--- src/rtl/cpu_pkg.sv ---
// Shared constants, instruction-field positions and control types for the
// single-cycle 16-bit core.
package cpu_pkg;

  localparam int DATA_W = 16;
  localparam int PC_W   = 8;
  localparam int NREG   = 8;
  localparam int NMEM   = 8;
  localparam int IDX_W  = 3;

  // Opcodes; 10..15 are NOPs and have no named constant.
  localparam logic [3:0] OP_ADD  = 4'd0;
  localparam logic [3:0] OP_SLL  = 4'd1;
  localparam logic [3:0] OP_SRL  = 4'd2;
  localparam logic [3:0] OP_AND  = 4'd3;
  localparam logic [3:0] OP_OR   = 4'd4;
  localparam logic [3:0] OP_SUBI = 4'd5;
  localparam logic [3:0] OP_ADDI = 4'd6;
  localparam logic [3:0] OP_LW   = 4'd7;
  localparam logic [3:0] OP_JMP  = 4'd8;
  localparam logic [3:0] OP_SW   = 4'd9;

  // Instruction field bit positions.
  localparam int OPC_LSB    = 0;
  localparam int OPC_MSB    = 3;
  localparam int DST_LSB    = 4;
  localparam int DST_MSB    = 6;
  localparam int SRC1_LSB   = 7;
  localparam int SRC1_MSB   = 9;
  localparam int SRC2_LSB   = 10;
  localparam int SRC2_MSB   = 12;
  localparam int SHAMT_LSB  = 13;
  localparam int SHAMT_MSB  = 15;
  localparam int ICONST_LSB = 10;
  localparam int ICONST_MSB = 15;
  localparam int ICONST_W   = 6;
  localparam int SHAMT_W    = 3;
  // Jump target: the low PC_W bits of jconst (instr[12:4]); jconst[8] is dropped.
  localparam int JTGT_LSB   = 4;
  localparam int JTGT_MSB   = JTGT_LSB + PC_W - 1;

  // ALU operand-B select.
  typedef enum logic [1:0] {
    ALUSRC_REG   = 2'b00,
    ALUSRC_IMM   = 2'b01,
    ALUSRC_SHAMT = 2'b10
  } alusrc_e;

  // Decoded controls and fields consumed by the datapath.
  typedef struct packed {
    logic                reg_write;
    logic                mem_write;
    logic                mem_to_reg;
    alusrc_e             alu_src;
    logic [3:0]          alu_op;
    logic [IDX_W-1:0]    dst;
    logic [IDX_W-1:0]    src1;
    logic [IDX_W-1:0]    src2;
    logic [SHAMT_W-1:0]  shamt;
    logic [ICONST_W-1:0] iconst;
  } ctrl_t;

  function automatic logic [DATA_W-1:0] zext_iconst(input logic [ICONST_W-1:0] v);
    return {{(DATA_W-ICONST_W){1'b0}}, v};
  endfunction

  function automatic logic [DATA_W-1:0] zext_shamt(input logic [SHAMT_W-1:0] v);
    return {{(DATA_W-SHAMT_W){1'b0}}, v};
  endfunction

endpackage

--- src/rtl/cpu_core_if.sv ---
// Instruction-memory bus: the core presents pc, the memory returns instr
// combinationally.
interface cpu_core_if;
  import cpu_pkg::*;

  logic [PC_W-1:0]   pc;
  logic [DATA_W-1:0] instr;

  modport master (output pc, input instr);
  modport slave  (input pc, output instr);
endinterface

--- src/rtl/control_unit.sv ---
// Combinational instruction field split and control decode.
module control_unit
  import cpu_pkg::*;
(
  input  logic [DATA_W-1:0] instr_i,
  output ctrl_t             ctrl_o,
  output logic              pc_src_o,
  output logic [PC_W-1:0]   jmp_tgt_o
);

  logic [3:0] opcode_s;

  assign opcode_s  = instr_i[OPC_MSB:OPC_LSB];
  assign jmp_tgt_o = instr_i[JTGT_MSB:JTGT_LSB];

  // Decode: NOP and JMP leave the ALU doing ADD on R[src1]+R[src2] but write nothing.
  always_comb begin
    ctrl_o.reg_write  = 1'b0;
    ctrl_o.mem_write  = 1'b0;
    ctrl_o.mem_to_reg = 1'b0;
    ctrl_o.alu_src    = ALUSRC_REG;
    ctrl_o.alu_op     = OP_ADD;
    ctrl_o.dst        = instr_i[DST_MSB:DST_LSB];
    ctrl_o.src1       = instr_i[SRC1_MSB:SRC1_LSB];
    ctrl_o.src2       = instr_i[SRC2_MSB:SRC2_LSB];
    ctrl_o.shamt      = instr_i[SHAMT_MSB:SHAMT_LSB];
    ctrl_o.iconst     = instr_i[ICONST_MSB:ICONST_LSB];
    pc_src_o          = 1'b0;
    case (opcode_s)
      OP_ADD: begin
        ctrl_o.reg_write = 1'b1;
      end
      OP_SLL: begin
        ctrl_o.reg_write = 1'b1;
        ctrl_o.alu_src   = ALUSRC_SHAMT;
        ctrl_o.alu_op    = OP_SLL;
      end
      OP_SRL: begin
        ctrl_o.reg_write = 1'b1;
        ctrl_o.alu_src   = ALUSRC_SHAMT;
        ctrl_o.alu_op    = OP_SRL;
      end
      OP_AND: begin
        ctrl_o.reg_write = 1'b1;
        ctrl_o.alu_op    = OP_AND;
      end
      OP_OR: begin
        ctrl_o.reg_write = 1'b1;
        ctrl_o.alu_op    = OP_OR;
      end
      OP_SUBI: begin
        ctrl_o.reg_write = 1'b1;
        ctrl_o.alu_src   = ALUSRC_IMM;
        ctrl_o.alu_op    = OP_SUBI;
      end
      OP_ADDI: begin
        ctrl_o.reg_write = 1'b1;
        ctrl_o.alu_src   = ALUSRC_IMM;
      end
      OP_LW: begin
        ctrl_o.reg_write  = 1'b1;
        ctrl_o.mem_to_reg = 1'b1;
        ctrl_o.alu_src    = ALUSRC_IMM;
      end
      OP_JMP: begin
        pc_src_o = 1'b1;
      end
      OP_SW: begin
        ctrl_o.mem_write = 1'b1;
        ctrl_o.alu_src   = ALUSRC_IMM;
      end
      default: begin
        pc_src_o = 1'b0;
      end
    endcase
  end

endmodule

--- src/rtl/datapath.sv ---
// Register file, ALU operand mux, ALU, data memory and write-back mux.
module datapath
  import cpu_pkg::*;
(
  input  logic                          clk,
  input  logic                          reset,
  input  ctrl_t                         ctrl_i,
  output logic [NREG-1:0][DATA_W-1:0]   regs_o,
  output logic [NMEM-1:0][DATA_W-1:0]   mem_o,
  output logic [DATA_W-1:0]             alu_in1_o,
  output logic [DATA_W-1:0]             alu_in2_o,
  output logic [DATA_W-1:0]             alu_out_o,
  output logic [DATA_W-1:0]             reg_data_in_o
);

  logic [NREG-1:0][DATA_W-1:0] rf_q;
  logic [NREG-1:0][DATA_W-1:0] rf_d;
  logic [NMEM-1:0][DATA_W-1:0] mem_q;
  logic [NMEM-1:0][DATA_W-1:0] mem_d;
  logic [DATA_W-1:0]           op_a_s;
  logic [DATA_W-1:0]           op_b_s;
  logic [DATA_W-1:0]           alu_s;
  logic [IDX_W-1:0]            addr_s;
  logic [DATA_W-1:0]           wb_s;

  assign op_a_s = rf_q[ctrl_i.src1];

  // Operand B select: register, zero-extended iconst or zero-extended shamt.
  always_comb begin
    op_b_s = rf_q[ctrl_i.src2];
    case (ctrl_i.alu_src)
      ALUSRC_REG:   op_b_s = rf_q[ctrl_i.src2];
      ALUSRC_IMM:   op_b_s = zext_iconst(ctrl_i.iconst);
      ALUSRC_SHAMT: op_b_s = zext_shamt(ctrl_i.shamt);
      default:      op_b_s = rf_q[ctrl_i.src2];
    endcase
  end

  // ALU: modulo-2^16 arithmetic, logical shifts, no flags.
  always_comb begin
    alu_s = op_a_s + op_b_s;
    case (ctrl_i.alu_op)
      OP_SLL:  alu_s = op_a_s << op_b_s[3:0];
      OP_SRL:  alu_s = op_a_s >> op_b_s[3:0];
      OP_AND:  alu_s = op_a_s & op_b_s;
      OP_OR:   alu_s = op_a_s | op_b_s;
      OP_SUBI: alu_s = op_a_s - op_b_s;
      default: alu_s = op_a_s + op_b_s;
    endcase
  end

  // Memory address wraps: only the low three ALU bits select a word.
  assign addr_s = alu_s[IDX_W-1:0];

  // Write-back select: memory read data for loads, else the ALU result.
  always_comb begin
    wb_s = alu_s;
    if (ctrl_i.mem_to_reg) begin
      wb_s = mem_q[addr_s];
    end else begin
      wb_s = alu_s;
    end
  end

  // Register-file next state: one write port, reads see the old contents.
  always_comb begin
    rf_d = rf_q;
    if (ctrl_i.reg_write) begin
      rf_d[ctrl_i.dst] = wb_s;
    end else begin
      rf_d = rf_q;
    end
  end

  // Data-memory next state: store R[dst] at the wrapped ALU address.
  always_comb begin
    mem_d = mem_q;
    if (ctrl_i.mem_write) begin
      mem_d[addr_s] = rf_q[ctrl_i.dst];
    end else begin
      mem_d = mem_q;
    end
  end

  // Architectural state registers, all cleared asynchronously by reset.
  always_ff @(posedge clk or posedge reset) begin
    if (reset) begin
      rf_q  <= '0;
      mem_q <= '0;
    end else begin
      rf_q  <= rf_d;
      mem_q <= mem_d;
    end
  end

  assign regs_o        = rf_q;
  assign mem_o         = mem_q;
  assign alu_in1_o     = op_a_s;
  assign alu_in2_o     = op_b_s;
  assign alu_out_o     = alu_s;
  assign reg_data_in_o = wb_s;

endmodule

--- src/rtl/prgm_counter.sv ---
// Program counter: increments by one (wrapping) or loads the jump target.
module prgm_counter
  import cpu_pkg::*;
(
  input  logic            clk,
  input  logic            reset,
  input  logic            pc_src_i,
  input  logic [PC_W-1:0] jmp_tgt_i,
  output logic [PC_W-1:0] pc_o
);

  logic [PC_W-1:0] pc_q;
  logic [PC_W-1:0] pc_d;

  // Next-PC selection: jump target or sequential increment.
  always_comb begin
    pc_d = pc_q + 8'd1;
    if (pc_src_i) begin
      pc_d = jmp_tgt_i;
    end else begin
      pc_d = pc_q + 8'd1;
    end
  end

  // PC register, cleared asynchronously by reset.
  always_ff @(posedge clk or posedge reset) begin
    if (reset) begin
      pc_q <= 8'd0;
    end else begin
      pc_q <= pc_d;
    end
  end

  assign pc_o = pc_q;

endmodule

--- src/rtl/cpu_core.sv ---
// Single-cycle 16-bit core: instances of PC, decoder and datapath plus wiring.
module cpu_core
  import cpu_pkg::*;
(
  input  logic              clk,
  input  logic              reset,
  cpu_core_if.master        imem,
  output logic [DATA_W-1:0] reg0,
  output logic [DATA_W-1:0] reg1,
  output logic [DATA_W-1:0] reg2,
  output logic [DATA_W-1:0] reg3,
  output logic [DATA_W-1:0] reg4,
  output logic [DATA_W-1:0] reg5,
  output logic [DATA_W-1:0] reg6,
  output logic [DATA_W-1:0] reg7,
  output logic [DATA_W-1:0] dataMemValue0,
  output logic [DATA_W-1:0] dataMemValue1,
  output logic [DATA_W-1:0] dataMemValue2,
  output logic [DATA_W-1:0] dataMemValue3,
  output logic [DATA_W-1:0] dataMemValue4,
  output logic [DATA_W-1:0] dataMemValue5,
  output logic [DATA_W-1:0] dataMemValue6,
  output logic [DATA_W-1:0] dataMemValue7,
  output logic [DATA_W-1:0] ALUin1,
  output logic [DATA_W-1:0] ALUin2,
  output logic [DATA_W-1:0] ALUout,
  output logic [DATA_W-1:0] regDataIn
);

  ctrl_t                       ctrl_s;
  logic                        pc_src_s;
  logic [PC_W-1:0]             jmp_tgt_s;
  logic [PC_W-1:0]             pc_s;
  logic [NREG-1:0][DATA_W-1:0] regs_s;
  logic [NMEM-1:0][DATA_W-1:0] mem_s;

  prgm_counter u_pc (
    .clk       (clk),
    .reset     (reset),
    .pc_src_i  (pc_src_s),
    .jmp_tgt_i (jmp_tgt_s),
    .pc_o      (pc_s)
  );

  control_unit u_ctrl (
    .instr_i   (imem.instr),
    .ctrl_o    (ctrl_s),
    .pc_src_o  (pc_src_s),
    .jmp_tgt_o (jmp_tgt_s)
  );

  datapath u_dp (
    .clk           (clk),
    .reset         (reset),
    .ctrl_i        (ctrl_s),
    .regs_o        (regs_s),
    .mem_o         (mem_s),
    .alu_in1_o     (ALUin1),
    .alu_in2_o     (ALUin2),
    .alu_out_o     (ALUout),
    .reg_data_in_o (regDataIn)
  );

  assign imem.pc = pc_s;

  assign reg0 = regs_s[0];
  assign reg1 = regs_s[1];
  assign reg2 = regs_s[2];
  assign reg3 = regs_s[3];
  assign reg4 = regs_s[4];
  assign reg5 = regs_s[5];
  assign reg6 = regs_s[6];
  assign reg7 = regs_s[7];

  assign dataMemValue0 = mem_s[0];
  assign dataMemValue1 = mem_s[1];
  assign dataMemValue2 = mem_s[2];
  assign dataMemValue3 = mem_s[3];
  assign dataMemValue4 = mem_s[4];
  assign dataMemValue5 = mem_s[5];
  assign dataMemValue6 = mem_s[6];
  assign dataMemValue7 = mem_s[7];

endmodule

--- src/flat_wrapper.sv ---
// flat-port wrapper written by rule: the top's interface ports become plain ports
module cpu_core_flat import cpu_pkg::*;
  (clk, reset, reg0, reg1, reg2, reg3, reg4, reg5, reg6, reg7, dataMemValue0, dataMemValue1, dataMemValue2, dataMemValue3, dataMemValue4, dataMemValue5, dataMemValue6, dataMemValue7, ALUin1, ALUin2, ALUout, regDataIn, imem_pc, imem_instr);
  cpu_core_if imem_i ();
  input  logic clk;
  input  logic reset;
  output logic [DATA_W-1:0] reg0;
  output logic [DATA_W-1:0] reg1;
  output logic [DATA_W-1:0] reg2;
  output logic [DATA_W-1:0] reg3;
  output logic [DATA_W-1:0] reg4;
  output logic [DATA_W-1:0] reg5;
  output logic [DATA_W-1:0] reg6;
  output logic [DATA_W-1:0] reg7;
  output logic [DATA_W-1:0] dataMemValue0;
  output logic [DATA_W-1:0] dataMemValue1;
  output logic [DATA_W-1:0] dataMemValue2;
  output logic [DATA_W-1:0] dataMemValue3;
  output logic [DATA_W-1:0] dataMemValue4;
  output logic [DATA_W-1:0] dataMemValue5;
  output logic [DATA_W-1:0] dataMemValue6;
  output logic [DATA_W-1:0] dataMemValue7;
  output logic [DATA_W-1:0] ALUin1;
  output logic [DATA_W-1:0] ALUin2;
  output logic [DATA_W-1:0] ALUout;
  output logic [DATA_W-1:0] regDataIn;
  output wire logic [$bits(imem_i.pc)-1:0] imem_pc;
  input wire logic [$bits(imem_i.instr)-1:0] imem_instr;
  assign imem_pc = imem_i.pc;
  assign imem_i.instr = imem_instr;
  cpu_core u_core (.clk(clk), .reset(reset), .imem(imem_i), .reg0(reg0), .reg1(reg1), .reg2(reg2), .reg3(reg3), .reg4(reg4), .reg5(reg5), .reg6(reg6), .reg7(reg7), .dataMemValue0(dataMemValue0), .dataMemValue1(dataMemValue1), .dataMemValue2(dataMemValue2), .dataMemValue3(dataMemValue3), .dataMemValue4(dataMemValue4), .dataMemValue5(dataMemValue5), .dataMemValue6(dataMemValue6), .dataMemValue7(dataMemValue7), .ALUin1(ALUin1), .ALUin2(ALUin2), .ALUout(ALUout), .regDataIn(regDataIn));
endmodule
--- config.mk ---
export PLATFORM = sky130hd
export DESIGN_NAME = cpu_core_flat
export DESIGN_NICKNAME = d
export VERILOG_FILES = /design/src/rtl/cpu_pkg.sv /design/src/rtl/cpu_core_if.sv /design/src/rtl/control_unit.sv /design/src/rtl/datapath.sv /design/src/rtl/prgm_counter.sv /design/src/rtl/cpu_core.sv /design/src/flat_wrapper.sv
export SDC_FILE = /design/constraint.sdc
export NUM_CORES = 1
export LEC_CHECK = 0
export ABC_AREA = 1
export CAP_MARGIN = 20
export CORE_AREA = 2 2 250 252
export CTS_BUF_LIST = sky130_fd_sc_hd__clkbuf_8
export DETAILED_ROUTE_END_ITERATION = 7
export DIE_AREA = 0 0 252 254
export DONT_BUFFER_PORTS = 1
export MAX_ROUTING_LAYER = met4
export REMOVE_ABC_BUFFERS = 1
export SYNTH_ARGS = -nofsm -noshare
export SYNTH_HDL_FRONTEND = slang
export SYNTH_SLANG_ARGS = --single-unit
--- constraint.sdc ---
create_clock -name clk -period 7.7 [get_ports clk]
set_input_delay 1.155 -clock clk [delete_from_list [all_inputs] [get_ports clk]]
set_output_delay 1.155 -clock clk [all_outputs]
set_load 0.05 [all_outputs]
==> reports/results.ini <==
[grt]
grt_pass1_vias = 17800
antenna_found_initial = 0
grtUsageTotal_pct = 27.7
grt_start_max_net_pins = 142
grt_overflow = 0
grt_pass1_wl_mm = 126

[worst_setup_path]
critical-path-slowest-cell = or2_2
critical-path-max-stage-delay_ps = 440
worstSetupStartpoint = imem_instr[2]
cp.required_ps = 6550
critPathCaptureType = output port
cp.buffers_inverters = 6
cp_top_family = simple AND/OR/NAND/NOR gates
r2r_start = u_core.u_dp.regs_o[32]
worstSetupEndpoint = regDataIn[12]
reg2regPathDepth = 25
r2r_end = u_core.u_dp.regs_o[92]
r2r_slack_ps = 2910
arrival_ps = 6100
cp.depth = 28
crit_top_cell = inv_1
crit_path_start_kind = input pin
critPathKind = input pin to output port
path_max_fanout = 9

[floorplan]
core_um2 = 61300
row_count = 91
dieArea_um2 = 64000
die_height_um = 254
fp.dieW_um = 252
initial_core_util_pct = 29.7
ioPinCount = 346

[synth]
syn_area_um2 = 18200
yosysTopAreaCell = dfrtp_1
synth.area.top_cells = dfrtp_1, nand2_1, nand3_1, o21ai_0, a21oi_1
postSynthCellCount = 2699
synth.avg_cell_area_um2 = 6.75
async_flop_share_pct = 100
synth_top_area_share_pct = 36.3
synth_edf_count = 0
ys_warn_count = 0
ys_seq_elements = 264
ys.flop_type = dfrtp_1
ys_seq_area_share_pct = 36.3
yosysUniqueCellTypes = 50

[route]
drt_wl_total_mm = 88.2
vias = 19400
drc = 0
drtAntennaViolNets = 0
wl_per_cell_um = 25.0
drtPass1Iterations = 6
first_iter_violations = 2041
viasPerCell = 5.50

[timing]
fin_crit_ps = 7260
finalCritPeriodShare_pct = 94.3
fmax_ghz = 0.138
max_slew_margin_pct = 23.4
tightest_slew_ps = 1150
rsz0062_at_grt = false
finalClockSkew_ps = 79.8
setup_viol = 0
drv_slew = 0
hold_violations = 0

[cts]
cts_resized = 0
numCtsBuffers = 49
holdBufCountCts = 0
cts_tree = yes
htreeDepth = 2
cts_buffer_depth = 3
clk_latency_ps = 670
cts.clk_slew.worst_paths_ps = 60
post_cts_buffers = 0
clock_sinks = 264
cts_root_buf = clkbuf_8

[worst_hold_path]
hold_path_class = input pin to async pin

[finish]
nets = 2740
stdcell_count = 3527
synthToLayoutAreaGrowth_pct = 11.4
stdcell_area_um2 = 20300
antenna_cells = 0
drive_gt1_share_pct = 9.97

[power_and_ir_drop]
p_leak_nw = 9.95
p_per_area_nw_per_um2 = 554
ir_drop_mv = 0.231

[placement]
port_buffers = 0
place.gp.congestion = 0.991
postPlaceCellArea_um2 = 19300
dp_cells = 3436
hpwlAfterDp_mm = 63.3

[run_status]
status = completed

[job]
maxCapViolCount = 0

per-stage QoR:
step                      util, %  total power (W)  TNS (ps)  hold slack [ps]  worst slack [ps]
final                        33.1           0.0113         0              565               441
after global routing         33.1           0.0118         0              629              99.4
after floorplan                 -          0.00775   -193120              778              -724
after CTS                    33.1           0.0112         0              573               473
after detailed placement     31.5          0.00980         0              811               483
after global placement       31.5          0.00978         0              804               461
worst min-delay path by stage:
stage,slack (ps),end,startpoint
2_1_floorplan,780,u_core.u_dp.regs_o[43],u_core.u_dp.regs_o[43]
3_3_place_gp,800,u_core.u_dp.mem_o[84],u_core.u_dp.mem_o[84]
3_5_place_dp,810,u_core.u_dp.mem_o[38],u_core.u_dp.mem_o[38]
4_1_cts,570,u_core.u_dp.mem_o[75],reset
5_1_grt,630,u_core.u_dp.mem_o[75],reset
6_report,560,u_core.u_dp.mem_o[75],reset
worst reg2reg max path, delay by kind of cell, from the launching register on:
| kind | cells | cell delay [ps] |
|---|---|---|
| buffers and inverters | 3 | 360 |
| xor gates and xnor gates | 1 | 150 |
| DFF | 1 | 650 |
| AOI/OAI and AO/OA | 1 | 260 |
| and+or+nand+nor | 18 | 2690 |
| adders and majority gates | 2 | 560 |
power by group:
| part | switching (W) | leakage, nW | internal, W |
|---|---|---|---|
| registers | 0.00338 | 3.28 | 0.00196 |
| logic | 0.00307 | 6.08 | 0.00143 |
| clock network | 0.000664 | 0.587 | 0.000755 |
metal layers:
metal  track usage (%)  part of all wire, %  vias to the layer above
met4              13.9                  5.6                        0
li1                  -                    -                     8880
met1              32.6                   38                     9171
met2              42.2                   45                     1111
met3              9.38                   12                      246
met5                 -                    0                        -
area by class of cell:
cell class | instances | area [um2]
Fill cell | 6671 | 41000
Multi-Input combinational cell | 2039 | 9850
Sequential cell | 264 | 6610
Tap cell | 790 | 988
Inverter | 249 | 945
Timing Repair Buffer | 94 | 893
Clock buffer | 58 | 798
Clock inverter | 33 | 209
state kept, by name, summed over array words and instances, names as in the netlist:
signal / cells
u_core.u_dp.regs_o: 128
u_core.u_pc.pc_o: 8
u_core.u_dp.mem_o: 128
cell usage after synthesis (6+ instances only):
cell / n
o221ai_1: 7
nor3_1: 6
inv_1: 225
buf_4: 15
nand3_2: 6
o21ai_1: 52
o21ai_0: 260
inv_2: 19
buf_2: 55
nor2_4: 10
ha_1: 24
buf_6: 18
o211ai_2: 6
nor2_1: 182
clkbuf_1: 53
nand2_2: 11
or2_2: 12
nor2_2: 17
a21boi_0: 8
a31oi_1: 11
dfrtp_1: 264
nand4_1: 27
nand3_1: 261
nand2_1: 829
xor2_1: 19
and2_1: 9
a21oi_1: 193
o211ai_1: 44
nand2_4: 13
layout by cell type, fill, tap and decap left out, drive strengths merged, types with 8 or more instances in the layout:
cell | synthesis | layout
or2 | 12 | 12
a31oi | 11 | 11
nand4 | 27 | 27
xor2 | 19 | 19
nand2 | 853 | 853
and2 | 9 | 9
nand3 | 271 | 271
clkinv | 4 | 15
o211ai | 50 | 50
ha | 24 | 24
a21oi | 194 | 194
o21ai | 312 | 312
nor2 | 209 | 209
buf | 94 | 94
a21boi | 8 | 8
inv | 245 | 263
clkbuf | 53 | 58
dfrtp | 264 | 264
cells by family (layout without fill, tap and decap cells):
family	count (synthesis)	after routing	synth area share (%)
DFF	264	264	36.3
buffers and inverters	396	434	9.69
adders and majority gates	25	25	1.76
xor gates and xnor gates	24	24	1.15
AOI/OAI and AO/OA	595	595	17.9
and+or+nand+nor	1395	1395	33.3
Note: power is estimated with default switching activity, not from simulation.
